**config.mk**
```make
export PLATFORM = sky130hd
export DESIGN_NAME = crc8_acc
export DESIGN_NICKNAME = d
export VERILOG_FILES = /design/src/rtl/crc8_pkg.sv /design/src/rtl/crc8_step.sv /design/src/rtl/crc8_acc.sv
export SDC_FILE = /design/constraint.sdc
export NUM_CORES = 1
export LEC_CHECK = 0
export ABC_AREA = 1
export BUFFER_PORTS_ARGS = -buffer_cell sky130_fd_sc_hd__buf_2
export CAP_MARGIN = 25
export CORE_MARGIN = 3
export CORE_UTILIZATION = 37
export CTS_BUF_LIST = sky130_fd_sc_hd__clkbuf_4
export CTS_CLUSTER_SIZE = 20
export DETAILED_ROUTE_END_ITERATION = 8
export PLACE_DENSITY_LB_ADDON = 0.08
export SYNTH_ARGS = -nofsm -noshare
export SYNTH_HDL_FRONTEND = slang
export SYNTH_SLANG_ARGS = --single-unit
```
**constraint.sdc**
```tcl
create_clock -name ck -period 3.5 [get_ports ck]
set_input_delay 0.175 -clock ck [delete_from_list [all_inputs] [get_ports ck]]
set_output_delay 0.175 -clock ck [all_outputs]
set_load 0.02 [all_outputs]
```
**src/rtl/crc8_pkg.sv**
```systemverilog
// Shared types and constants for the serial CRC-8 accumulator.
package crc8_pkg;

  typedef enum logic [1:0] {
    IDLE  = 2'd0,
    SHIFT = 2'd1,
    HOLD  = 2'd2
  } crc8_state_t;

  localparam logic [7:0] CRC8_POLY = 8'h07;
  localparam logic [7:0] CRC8_INIT = 8'h00;
  localparam int         CNT_W     = 16;

endpackage

```
**src/rtl/crc8_step.sv**
```systemverilog
// One-bit CRC-8 step, MSB-first: feedback bit selects whether the
// generator polynomial is XORed into the shifted register.
module crc8_step #(
  parameter logic [7:0] POLY = 8'h07
) (
  input  logic [7:0] crc,
  input  logic       i,
  output logic [7:0] crc_next
);

  logic fb;

  // feedback from the outgoing MSB and the incoming data bit
  always_comb begin
    fb       = crc[7] ^ i;
    crc_next = {crc[6:0], 1'b0} ^ ({8{fb}} & POLY);
  end

endmodule

```
**src/rtl/crc8_acc.sv**
```systemverilog
// Serial CRC-8 accumulator with valid/ready bit input and a one-cycle
// completion pulse.
// Optional feature macro: CRC8_ACC_CHECK_EN adds exp input / err output
// comparing the final CRC against an expected value.
//
// state | meaning
// IDLE  | waiting for a sof bit; non-sof bits are accepted and dropped
// SHIFT | frame in progress, one bit folded per accepted beat
// HOLD  | single-cycle completion bubble, q/cnt final, done high
module crc8_acc
  import crc8_pkg::*;
(
  input  logic             ck,
  input  logic             nrst,
  input  logic             i,
  input  logic             vld,
  input  logic             sof,
  input  logic             eof,
  output logic             rdy,
  output logic [7:0]       q,
  output logic [CNT_W-1:0] cnt,
  output logic             busy,
  output logic             done
`ifdef CRC8_ACC_CHECK_EN
  ,
  input  logic [7:0]       exp,
  output logic             err
`endif
);

  crc8_state_t state;
  logic        accept;
  logic        frame_bit;
  logic [7:0]  crc_base;
  logic [7:0]  crc_next;

  // handshake flags decode straight from the state register
  always_comb begin
    rdy       = (state != HOLD);
    busy      = (state == SHIFT);
    done      = (state == HOLD);
    accept    = vld & rdy;
    // a bit joins a frame if it starts one or arrives mid-frame
    frame_bit = accept & (sof | (state == SHIFT));
    crc_base  = sof ? CRC8_INIT : q;
  end

  crc8_step #(.POLY(CRC8_POLY)) u_step (
    .crc      (crc_base),
    .i        (i),
    .crc_next (crc_next)
  );

  // frame sequencing, CRC register and saturating bit counter
  always_ff @(posedge ck or negedge nrst) begin
    if (!nrst) begin
      state <= IDLE;
      q     <= 8'h00;
      cnt   <= '0;
    end else begin
      case (state)
        HOLD: state <= IDLE;
        default: begin
          if (frame_bit) begin
            q <= crc_next;
            if (sof)
              cnt <= CNT_W'(1);
            else if (cnt != '1)
              cnt <= cnt + CNT_W'(1);
            state <= eof ? HOLD : SHIFT;
          end
        end
      endcase
    end
  end

`ifdef CRC8_ACC_CHECK_EN
  // compare at the eof beat so err lines up with done; cleared by a new sof
  always_ff @(posedge ck or negedge nrst) begin
    if (!nrst) begin
      err <= 1'b0;
    end else if (frame_bit) begin
      if (eof)
        err <= (crc_next != exp);
      else if (sof)
        err <= 1'b0;
    end
  end
`endif

endmodule

```
# ---- After elaboration in Yosys (flattened, before gate mapping)
# Index checks and enable logic that the tools add are counted.
dict set report word_totals {
  n_memories 0
  word_cells 24
  input_bits 6
  rom_bits 0
  out_inout_bits 27
  latchBits 0
  ram_bits 0
  reg_bits 26
}
dict set report classes {
  reduce_logical 4
  n_eq_ne 4
  order_cmp 0
  div 0
  mul 0
  n_mux 6
  bitwise 6
  n_addsub 1
  shifts 0
}
# op count
set ops {}
lappend ops {{$mux 16} 2}
lappend ops {{$add 16x1->16 const B} 1}
lappend ops {{$ne 16x16->1 const B} 1}
lappend ops {{$mux 8} 1}
lappend ops {{$xor 8x3->8} 1}
lappend ops {{$mux 2} 3}
lappend ops {{$reduce_bool 2->1} 2}
lappend ops {{$reduce_and 3->1} 1}
lappend ops {{$and 1x1->1} 2}
lappend ops {{$eq 2x1->1 const B} 1}
lappend ops {{$eq 2x2->1 const B} 1}
lappend ops {{$ne 2x2->1 const B} 1}
lappend ops {{$reduce_and 2->1} 1}
lappend ops {{$not 1->1} 1}
lappend ops {{$or 1x1->1} 1}
lappend ops {{$xor 1x1->1} 1}

# ---- Logic depth before layout (Yosys ltp)
# Gate-level depths: netlist (run 1).
dict set report depth {
  ltp_word 5
  depth_mapped 10
}

# ---- Hierarchy
# Synthesis (run 1) repeated with hierarchy kept, for this count alone.
dict set report unflattened {
  hier_cells 232
  hier_area_um2 1682.9
}
# module area_each_um2 n_inst cells_each
set modules_own_cells {}
lappend modules_own_cells {crc8_acc 1576.5 1 211}
lappend modules_own_cells {crc8_step 106.4 1 21}

# ---- Worst setup path before layout (run 1)
# Ideal clock, no wire load.
dict set report synth_path {
  path_kind {register to register}
  from {reg state[1]}
  to {reg cnt[11]}
  path_stages_with_launch 11
  arrival_time_ns 1.580
  setup_slack_ns 1.804
  setup_time_ns 0.117
  path_buffers 1
  period_less_slack_ns 1.696
  path_cell_list {dfrtp_1 > inv_1 > nor2_1 > inv_1 > nand3_2 > inv_2 > buf_4 > nand3_4 > inv_2 > nand2_1 > nand2_1}
}
dict set report synth_between {
  word_cells_on_any_way 8
  cone_classes {eq/ne: 3; bitwise: 4; reduce/logical: 1}
}
# item line_no
set synth_rtl {}
lappend synth_rtl {{start, declared} crc8_acc.sv:31} ;# crc8_state_t state;
lappend synth_rtl {{start signal, assigned} crc8_acc.sv:70} ;# state <= eof ? HOLD : SHIFT;
lappend synth_rtl {{$eq 2x2->1} --}
lappend synth_rtl {{net done} crc8_acc.sv:23} ;# output logic done
lappend synth_rtl {{$not 1->1 (no source line)} --}
lappend synth_rtl {{$reduce_and 3->1 (no source line)} --}
lappend synth_rtl {{end signal, assigned} crc8_acc.sv:69} ;# cnt <= cnt + CNT_W'(1);
lappend synth_rtl {{end, declared} crc8_acc.sv:21} ;# output logic [CNT_W-1:0] cnt,
# The timed path passes the listed nets, and every way through them passes these cells.
# A chain may end at the register's enable or synchronous reset.

# ---- Final worst setup path (run 1)
dict set report layout_path {
  from {reg cnt[0]}
  to {reg cnt[6]}
}
dict set report layout_between {
  elab_chain_len 3
  word_cells_on_any_way 6
  cone_classes {add/sub: 1; eq/ne: 1; mux: 2; reduce/logical: 2}
}
# item line_no
set layout_lines {}
lappend layout_lines {{$add 16x1->16 / $ne 16x16->1 (equally long branches)} {crc8_acc.sv:69, crc8_acc.sv:68}}
lappend layout_lines {{$mux 16 / $reduce_bool 2->1 (equally long branches)} --}
lappend layout_lines {{$mux 16 / $reduce_and 3->1 (equally long branches)} --}
# Parallel ways exist; a longest one is shown, timed or not. The select of a mux whose other input is x is not followed.

==> impl_metrics.yaml, run 1 <==
outcome:
  status: "finished clean"
global_route:
  grt-ovfl-total: 0
  grt_pass1_wl_mm: 5.91
  grt_pass1_vias: 1242
  grt_usage_pct: 14.9
  antenna_found_initial: 0
  grt_start_max_net_pins: 27
setup_path:
  cpMaxStageDelayCell: "dfrtp_1"
  path_delay_family: "compound AO/OA/AOI/OAI gates"
  end_kind: "flop"
  crit_path_max_incr_delay_ns: 0.44
  critical_path_class: "flop to flop"
  r2r-start: "cnt[0]"
  critPathMaxFanout: 19
  endpoint: "cnt[6]"
  r2r_end: "cnt[6]"
  worstPathBufferInverterCount: 0
  cp.depth: 6
  crit_chain: "ha_1 -> nand2_1 -> nor2_4 -> nand3_4 -> o21ai_4 -> o21ai_0"
  startpoint_type: "flop"
  r2r.worst_path.cells: 6
  reg2reg_slack_ns: 1.71
  critical_path_arrival_ns: 1.99
  crit_path_start: "cnt[0]"
  critPathRequiredTime_ns: 3.70
yosys:
  muxShareOfSynthArea_pct: 0
  synth_cell_types: 30
  yosysSeqAreaShare_pct: 43.6
  synth_adder_area_share_pct: 0.839
  synth_top_cell_area_share_pct: 43.6
  synth-simple-area-share_pct: 31.4
  yosys_warnings: 0
  synthTopCellsByArea: "dfrtp_1 44%, nand2_1 13%, o21ai_0 4.7%"
  syn_avg_cell_area_um2: 8.06
  synth_area_mm2: 0.00149
  yosys_register_bits: 26
  synth.largest_area_cell: "dfrtp_1"
  synth_compound_area_share_pct: 13.4
  synth-xor-area-share_pct: 4.11
  syn-num-nets: 192
  synthCells: 185
  synth_top_family_by_area: "simple AND/OR/NAND/NOR gates"
pwr:
  p_switching_mw: 0.385
  clockPowerShare_pct: 21.4
  internal_power_mw: 0.590
  seqPwrFrac_pct: 42.3
  p_sw_share_pct: 39.5
  power.leakage_nw: 0.829
  irDropWorstVdd_uv: 290
  power_frac_comb_pct: 36.3
  p_per_area_mw_per_mm2: 558
timing:
  whs_ns: 0.0397
  finalCritPeriodShare_pct: 51.0
  hold_viol_final: 0
  maxSlewViolCount: 0
  period_minus_slack_ns: 1.79
  fin_setup_tns_ns: 0
  rsz0062_at_grt: "false"
  fmax_mhz: 560
  finClkSkew_ns: 0.00266
  worstMarginPinSlew_ns: 0.577
  slew_headroom_pct: 61.5
  finalSetupViolCount: 0
cells_and_area:
  fin_nets: 226
  diodes: 0
  syn2layout_area_growth_pct: 17.1
  final_area_mm2: 0.00175
  drive_above_1_share_pct: 26.6
  instances_no_fill: 266
floorplanning:
  die_y_um: 69.5
  ioPinCount: 33
  die_area_mm2: 0.00483
  fp.dieW_um: 69.5
  core.rowCount: 22
  core_region_area_mm2: 0.00377
  start_util_pct: 39.5
run:
  cap_violations: 0
route:
  routedWlPerCell_um: 12.8
  totalWireLength_mm: 3.40
  vias: 1337
  firstDrtPassIters: 4
  drt_iter0_markers: 41
  drc: 0
  viasPerCell: 5.03
  antenna_left: 0
cts:
  clk_pin_slew_ns: 0.14
  postCtsSetupBuffers: 0
  htreeDepth: 1
  insertion_delay_ns: 0.32
  post_cts_resized: 0
  clock_sinks: 26
  cts_buffers: 3
  clock_path_buffers: 2
  root_buffer: "clkbuf_4"
  cts_tree: "yes"
placed_design:
  dpl.hpwl_mm: 2.52
  place.gp.congestion: 0.820
  placed_cells: 261
  numPortBuffers: 32
  dpl_cell_area_mm2: 0.00168
hold_path:
  hp-class: "primary input to flop"
## cells in the final DEF (no fill, tap or decap)
cell / netlist / final
a31oi_1: 1 / 1
o211ai_1: 1 / 1
nor2_4: 3 / 3
o21ai_1: 3 / 3
a21oi_1: 1 / 1
bufinv_16: 0 / 1
nand3b_1: 1 / 1
inv_2: 4 / 4
dlygate4sd3_1: 0 / 1
clkbuf_4: 0 / 3
nand3_2: 1 / 1
ha_1: 1 / 1
nand4_1: 6 / 6
nor2_1: 15 / 15
o31ai_1: 2 / 2
or2_2: 2 / 2
buf_2: 1 / 32
nand3_4: 2 / 2
inv_1: 15 / 15
o21ai_0: 14 / 14
o21ai_2: 5 / 5
nand2_2: 4 / 4
xor2_1: 5 / 5
nand3_1: 11 / 11
dfrtp_1: 26 / 26
o22ai_1: 1 / 1
o21bai_1: 2 / 2
o21ai_4: 1 / 1
nand2_1: 52 / 52
xnor2_1: 2 / 2
## worst min path at each step
stage,to,slack (ns),depth (start not counted),from
finish,state[0],0.04,2,eof
global route,state[0],0.01,2,eof
CTS,state[0],0.03,2,eof
detailed placement,state[0],0.21,1,nrst
global placement,state[1],0.21,1,nrst
floorplan,cnt[0],-0.12,0,nrst
## Yosys cell counts
| master | count |
|---|---|
| a21oi_1 | 1 |
| a31oi_1 | 1 |
| buf_2 | 1 |
| buf_4 | 1 |
| buf_6 | 1 |
| clkbuf_1 | 1 |
| dfrtp_1 | 26 |
| ha_1 | 1 |
| inv_1 | 15 |
| inv_2 | 4 |
| nand2_1 | 52 |
| nand2_2 | 4 |
| nand3_1 | 11 |
| nand3_2 | 1 |
| nand3_4 | 2 |
| nand3b_1 | 1 |
| nand4_1 | 6 |
| nor2_1 | 15 |
| nor2_4 | 3 |
| o211ai_1 | 1 |
| o21ai_0 | 14 |
| o21ai_1 | 3 |
| o21ai_2 | 5 |
| o21ai_4 | 1 |
| o21bai_1 | 2 |
| o22ai_1 | 1 |
| o31ai_1 | 2 |
| or2_2 | 2 |
| xnor2_1 | 2 |
| xor2_1 | 5 |
## timing repair
action,4_1_cts,5_1_grt
setup endpoints to repair,0,0
hold endpoints to repair,26,0
hold buffers,1,0
## layer usage
metal  routed length [um]  track usage [%]
met2                 1510             22.9
met5                    0                0
met3                  125             1.74
met4                   48             4.56
met1                 1710             22.0
## layout make-up
cell class / count / area (um2)
Clock inverter: 1 / 30.0
Sequential cell: 26 / 651
Fill cell: 400 / 2020
Tap cell: 48 / 60.1
Inverter: 19 / 71.3
Multi-Input combinational cell: 136 / 742
Clock buffer: 3 / 22.5
Timing Repair Buffer: 33 / 170
## flip-flops by register name, summed over array words and instances, names as in the netlist
signal and flops:
state 2, q 8, cnt 16
## cells by family (layout without fill, tap and decap cells)
group | count (synthesis) | count (layout)
DFF | 26 | 26
adders and majority gates | 1 | 1
xor gates and xnor gates | 7 | 7
and+or+nand+nor | 97 | 97
AOI/OAI and AO/OA | 31 | 31
buffers and inverters | 23 | 56
## per-stage QoR
step | setup WS, ns | total power, mW | util [%]
2_1_floorplan | 1.80 | 0.670 | -
3_3_place_gp | 1.80 | 0.769 | 44.7
3_5_place_dp | 1.70 | 0.779 | 44.7
4_1_cts | 1.69 | 0.991 | 46.3
5_1_grt | 1.49 | 1.05 | 46.3
6_report | 1.71 | 0.975 | 46.3
## power by group through the flow
stage / Clock (mW) / Sequential (mW) / Combinational [mW]
after floorplan: 0 / 0.479 / 0.191
after global placement: 0 / 0.417 / 0.353
after detailed placement: 0 / 0.420 / 0.358
after CTS: 0.215 / 0.415 / 0.362
after global routing: 0.231 / 0.427 / 0.392
final: 0.208 / 0.413 / 0.354
Note: power is estimated with default switching activity, not from simulation.
==> run 2, diff against run 1 <==
==> constraint.sdc (replaced) <==
create_clock -name ck -period 1.73 [get_ports ck]
set_input_delay 0.0865 -clock ck [delete_from_list [all_inputs] [get_ports ck]]
set_output_delay 0.0865 -clock ck [all_outputs]
set_load 0.02 [all_outputs]
==> run 2 against run 1 <==
  * Largest cell class unchanged
  * Setup slack got worse by 1.6 ns
  * Global-route usage increased by 0.052 points
  * Via count fell by 1.1%
  * Sequential power grew 100%
  * Critical path depth up 2
  * Register-to-register slack got worse by 1.6 ns
  * Die area unchanged
  * Final area rose by 1.6%
  * Power up 91%
==> impl_metrics.yaml, run 2 (synthesis gave the netlist of run 1 again) <==
timing:
  slew_headroom_pct: 62.0
  hold_viol_final: 0
  finalSetupViolCount: 0
  rsz0062_at_grt: "false"
  finClkSkew_ns: 0.00919
  worstMarginPinSlew_ns: 0.569
  fin_setup_tns_ns: 0
  finalWorstSetupSlack_ns: 0.134
  finalCritPeriodShare_pct: 92.3
  whs_ns: 0.0652
  maxSlewViolCount: 0
  period_minus_slack_ns: 1.60
  fmax_mhz: 627
cells_and_area:
  instances_no_fill: 271
  layout_commonest_cell: "nand2_1"
  fin_nets: 231
  final_util_pct: 47.1
  syn2layout_area_growth_pct: 19.0
  regMostFlops: "cnt"
  largest_reg_flops: 16
  drive_above_1_share_pct: 26.9
  largestRegisters: "cnt x16, q x8, state x2"
  diodes: 0
  final_cell_mix: "52 x nand2_1, 32 x buf_2, 26 x dfrtp_1, 15 x inv_1, 15 x nor2_1"
setup_path:
  path_delay_family: "simple AND/OR/NAND/NOR gates"
  path_common_cell: "nand2_1"
  critPathMaxFanout: 19
  startpoint_type: "flop"
  crit_chain: "ha_1 -> nand2_1 -> nor2_4 -> nand3_4 -> o21ai_4 -> buf_12 -> nand2_1 -> o21ai_1"
  end_kind: "flop"
  worstPathBufferInverterCount: 1
  critPathRequiredTime_ns: 1.97
  cpMaxStageDelayCell: "dfrtp_1"
  critical_path_arrival_ns: 1.83
  crit_path_max_incr_delay_ns: 0.44
  critical_path_class: "flop to flop"
pwr:
  p_switching_mw: 0.781
  p_sw_share_pct: 41.9
  seqPwrFrac_pct: 45.4
  irDropWorstVdd_uv: 736
  clockPowerShare_pct: 13.8
  power_frac_comb_pct: 40.8
  p_per_area_mw_per_mm2: 1050
  internal_power_mw: 1.08
  power.leakage_nw: 0.844
outcome:
  status: "finished clean"
placed_design:
  numPortBuffers: 32
  dpl.hpwl_mm: 2.57
  place.gp.congestion: 0.759
  pre_cts_ws_ns: 0.189
  placed_cells: 264
run:
  cap_violations: 0
cts:
  root_buffer: "clkbuf_4"
  clock_path_buffers: 2
  htreeDepth: 1
  insertion_delay_ns: 0.32
  clock_sinks: 26
  cts_buffers: 3
  clk_pin_slew_ns: 0.14
  postCtsSetupBuffers: 0
  cts_tree: "yes"
route:
  drt_iter0_markers: 49
  firstDrtPassIters: 4
  drc: 0
  vias: 1322
  routedWlPerCell_um: 12.3
  antenna_left: 0
  viasPerCell: 4.88
  totalWireLength_mm: 3.35
global_route:
  grt_start_max_net_pins: 27
  grt_pass1_vias: 1326
  grt_pass1_wl_mm: 6.00
  grt_usage_pct: 15.0
  antenna_found_initial: 0
  grt-ovfl-total: 0
hold_path:
  hp-class: "primary input to flop"
floorplanning:
  die_area_mm2: 0.00483
  ioPinCount: 33
  core_region_area_mm2: 0.00377
  fp.dieW_um: 69.5
  core.rowCount: 22
  start_util_pct: 39.5
  die_y_um: 69.5
-- run 2: cell count changes in the layout (fill, tap and decap cells not counted) --
cell,change
buf_4,+2
dlygate4sd3_1,+2
bufinv_16,-1
buf_12,+1
clkinv_1,+1
-- run 2: worst min-delay path: cells and delay by family --
kind / cells / cell delay (ns)
buffers and inverters: 1 / 0.08
and+or+nand+nor: 1 / 0.11
AOI/OAI and AO/OA: 1 / 0.09
-- run 2: layer usage --
metal / global-route usage, % / wire (um) / part of all wire, % / vias to the layer above
met1: 20.2 / 1660 / 50 / 616
met2: 24.9 / 1540 / 46 / 19
met4: 3.90 / 19 / 0.57 / 0
met5: 0 / 0 / 0 / -
li1: - / - / - / 685
met3: 2.46 / 128 / 3.8 / 2
-- run 2: cell type report --
type,count,area (um2)
Clock buffer,3,22.5
Clock inverter,1,3.75
Fill cell,399,2000
Inverter,19,71.3
Multi-Input combinational cell,136,742
Sequential cell,26,651
Tap cell,48,60.1
Timing Repair Buffer,38,225
-- run 2: final timing paths --
path	start	end	slack (ns)	cells after the start
worst max-delay path	cnt[0]	cnt[3]	0.13	8
min in group asynchronous	nrst	state[1]	0.27	2
max in group asynchronous	nrst	cnt[1]	1.08	2
worst min register to register	q[6]	q[6]	0.52	2
worst max register to register	cnt[0]	cnt[3]	0.13	8
worst min-delay path	i	q[0]	0.07	3
-- run 2: power groups by stage --
stage	registers (mW)	logic, mW	clock network, mW
floorplan	0.968	0.387	0
global placement	0.844	0.757	0
detailed placement	0.854	0.767	0
CTS	0.844	0.773	0.278
global route	0.869	0.845	0.304
finish	0.846	0.760	0.257
-- run 2: timing repair --
action                                 4_1_cts  5_1_grt
hold buffers                                 3        0
resized for setup                            0        0
endpoints found under the hold margin       30        0
-- run 2: through the flow --
stage | instance area [um2] | power [mW]
floorplan | 1490 | 1.36
global placement | 1720 | 1.60
detailed placement | 1720 | 1.62
CTS | 1780 | 1.89
global route | 1780 | 2.02
finish | 1780 | 1.86
==> run 3, diff against run 2 <==
--- a/config.mk
+++ b/config.mk
@@ -8,6 +8,7 @@
 export ABC_AREA = 1
 export BUFFER_PORTS_ARGS = -buffer_cell sky130_fd_sc_hd__buf_2
 export CAP_MARGIN = 25
+export CORE_ASPECT_RATIO = 1.1
 export CORE_MARGIN = 3
 export CORE_UTILIZATION = 37
 export CTS_BUF_LIST = sky130_fd_sc_hd__clkbuf_4
==> run 3 against run 2 <==
  * Wire length up 7.7%
  * Sequential cell count unchanged
  * Non-clock buffer count up 4
  * Global-route usage up 1.4 points
  * Final area up 0.92%
  * Setup slack better by 0.0024 ns
  * Clock power up 3%
  * Hold slack worse by 0.0060 ns
  * Critical endpoint is now cnt[4]
  * Largest cell class unchanged
  * Largest power group unchanged
  * Highest routed layer unchanged
==> impl_metrics.yaml, run 3 (synthesis gave the netlist of run 1 again) <==
outcome:
  status: "finished clean"
timing:
  maxSlewViolCount: 0
  rsz0062_at_grt: "false"
  finClkSkew_ns: 0.00383
  period_minus_slack_ns: 1.59
  worstMarginPinSlew_ns: 0.595
  slew_headroom_pct: 60.3
  fin_setup_tns_ns: 0
  fmax_mhz: 627
  finalSetupViolCount: 0
  hold_viol_final: 0
  finalCritPeriodShare_pct: 92.1
cells_and_area:
  layout_commonest_cell: "nand2_1"
  largest_reg_flops: 16
  final_area_mm2: 0.00179
  diodes: 0
  fin_nets: 235
  largestRegisters: "cnt x16, q x8, state x2"
  final_cell_mix: "52 x nand2_1, 32 x buf_2, 26 x dfrtp_1, 15 x inv_1, 15 x nor2_1"
  fillers: 402
  syn2layout_area_growth_pct: 20.1
  drive_above_1_share_pct: 28.3
  instances_no_fill: 276
  regMostFlops: "cnt"
pwr:
  power.leakage_nw: 0.856
  irDropWorstVdd_uv: 527
  p_per_area_mw_per_mm2: 1070
  total_power_mw: 1.91
placed_design:
  dpl_cell_area_mm2: 0.00172
  dpl.hpwl_mm: 2.71
  placed_cells: 267
  place.gp.congestion: 0.871
  numPortBuffers: 32
route:
  drc: 0
  routedWlPerCell_um: 13.1
  vias: 1371
  totalWireLength_mm: 3.60
  drt_iter0_markers: 47
  firstDrtPassIters: 4
  antenna_left: 0
  viasPerCell: 4.97
setup_path:
  critical_path_arrival_ns: 1.80
  critPathRequiredTime_ns: 1.94
  worstPathBufferInverterCount: 1
  crit_path_max_incr_delay_ns: 0.42
  cpMaxStageDelayCell: "dfrtp_1"
  critical_path_class: "flop to flop"
  startpoint_type: "flop"
  crit_chain: "ha_1 -> nand2_1 -> nor2_4 -> nand3_4 -> o21ai_4 -> buf_4 -> o21ai_0"
  path_delay_family: "flip-flops"
  end_kind: "flop"
  critPathMaxFanout: 15
floorplanning:
  ioPinCount: 33
  die_y_um: 72.6
  fp.dieW_um: 66.5
  core_region_area_mm2: 0.00377
  start_util_pct: 39.6
  die_area_mm2: 0.00483
  core.rowCount: 23
global_route:
  grt_pass1_wl_mm: 6.18
  grt_usage_pct: 16.4
  grt_pass1_vias: 1322
  grt_start_max_net_pins: 27
  grt-ovfl-total: 0
  antenna_found_initial: 0
cts:
  clk_pin_slew_ns: 0.14
  insertion_delay_ns: 0.32
  cts_buffers: 3
  clock_path_buffers: 2
  cts_tree: "yes"
  post_cts_resized: 0
  clock_sinks: 26
  root_buffer: "clkbuf_4"
  htreeDepth: 1
hold_path:
  hp-class: "primary input to flop"
run:
  cap_violations: 0
run 3: cell types whose count changed in the layout (fill, tap and decap cells not counted), sizes merged:
cell    delta
buf        +4
clkinv     -1
run 3: area by class of cell:
class / instances / area (um2) / share of cell area, %
flip-flops and latches: 26 / 651 / 36.3
multi-input cells: 136 / 742 / 41.4
inverters: 19 / 71.3 / 3.98
well taps: 50 / 62.6 / 3.49
clock buffers: 3 / 22.5 / 1.26
repair buffers: 42 / 243 / 13.5
run 3: layer usage:
| layer | routed length [um] | global-route usage, % | vias to the layer above |
|---|---|---|---|
| met5 | 0 | 0 | - |
| met4 | 24 | 3.39 | 0 |
| met3 | 147 | 2.16 | 2 |
| met2 | 1750 | 28.7 | 33 |
| met1 | 1680 | 21.4 | 651 |
| li1 | - | - | 685 |
run 3: path summary, 6_finish.rpt:
| check | startpoint | end | slack [ns] | cells past startpoint |
|---|---|---|---|---|
| worst max-delay path | cnt[0] | cnt[4] | 0.14 | 7 |
| worst min-delay path | i | q[0] | 0.06 | 3 |
| worst max register to register | cnt[0] | cnt[4] | 0.14 | 7 |
| worst min register to register | q[2] | q[2] | 0.53 | 2 |
| max in group asynchronous | nrst | cnt[2] | 1.06 | 2 |
| min in group asynchronous | nrst | cnt[7] | 0.29 | 2 |
run 3: repair_timing:
action                                 4_1_cts  5_1_grt
buffers inserted                             0        3
setup endpoints to repair                    0        6
endpoints found under the hold margin       29        0
hold buffers                                 3        0
run 3: worst reg2reg max path, delay by kind of cell, from the launching register on:
kind                     cells  cell delay [ns]
flip-flops                   1             0.42
AND/OR/NAND/NOR              3             0.42
AO/OA/AOI/OAI                2             0.25
adder cells (fa/ha/maj)      1             0.20
buffers and inverters        1             0.20
run 3: stage by stage:
| step | utilization [%] | hold WS [ns] | worst slack (ns) |
|---|---|---|---|
| after floorplan | - | -0.209 | 0.0338 |
| after global placement | 45.5 | 0.124 | 0.173 |
| after detailed placement | 45.5 | 0.130 | 0.0942 |
| after CTS | 46.9 | 0.0546 | 0.0766 |
| after global routing | 47.5 | 0.0692 | 0.00929 |
| final | 47.5 | 0.0592 | 0.136 |
run 3: power by group:
part           switching [mW]  internal, mW  total, mW
Clock                   0.183        0.0815      0.264
Combinational           0.516         0.298      0.814
Sequential              0.103         0.733      0.836
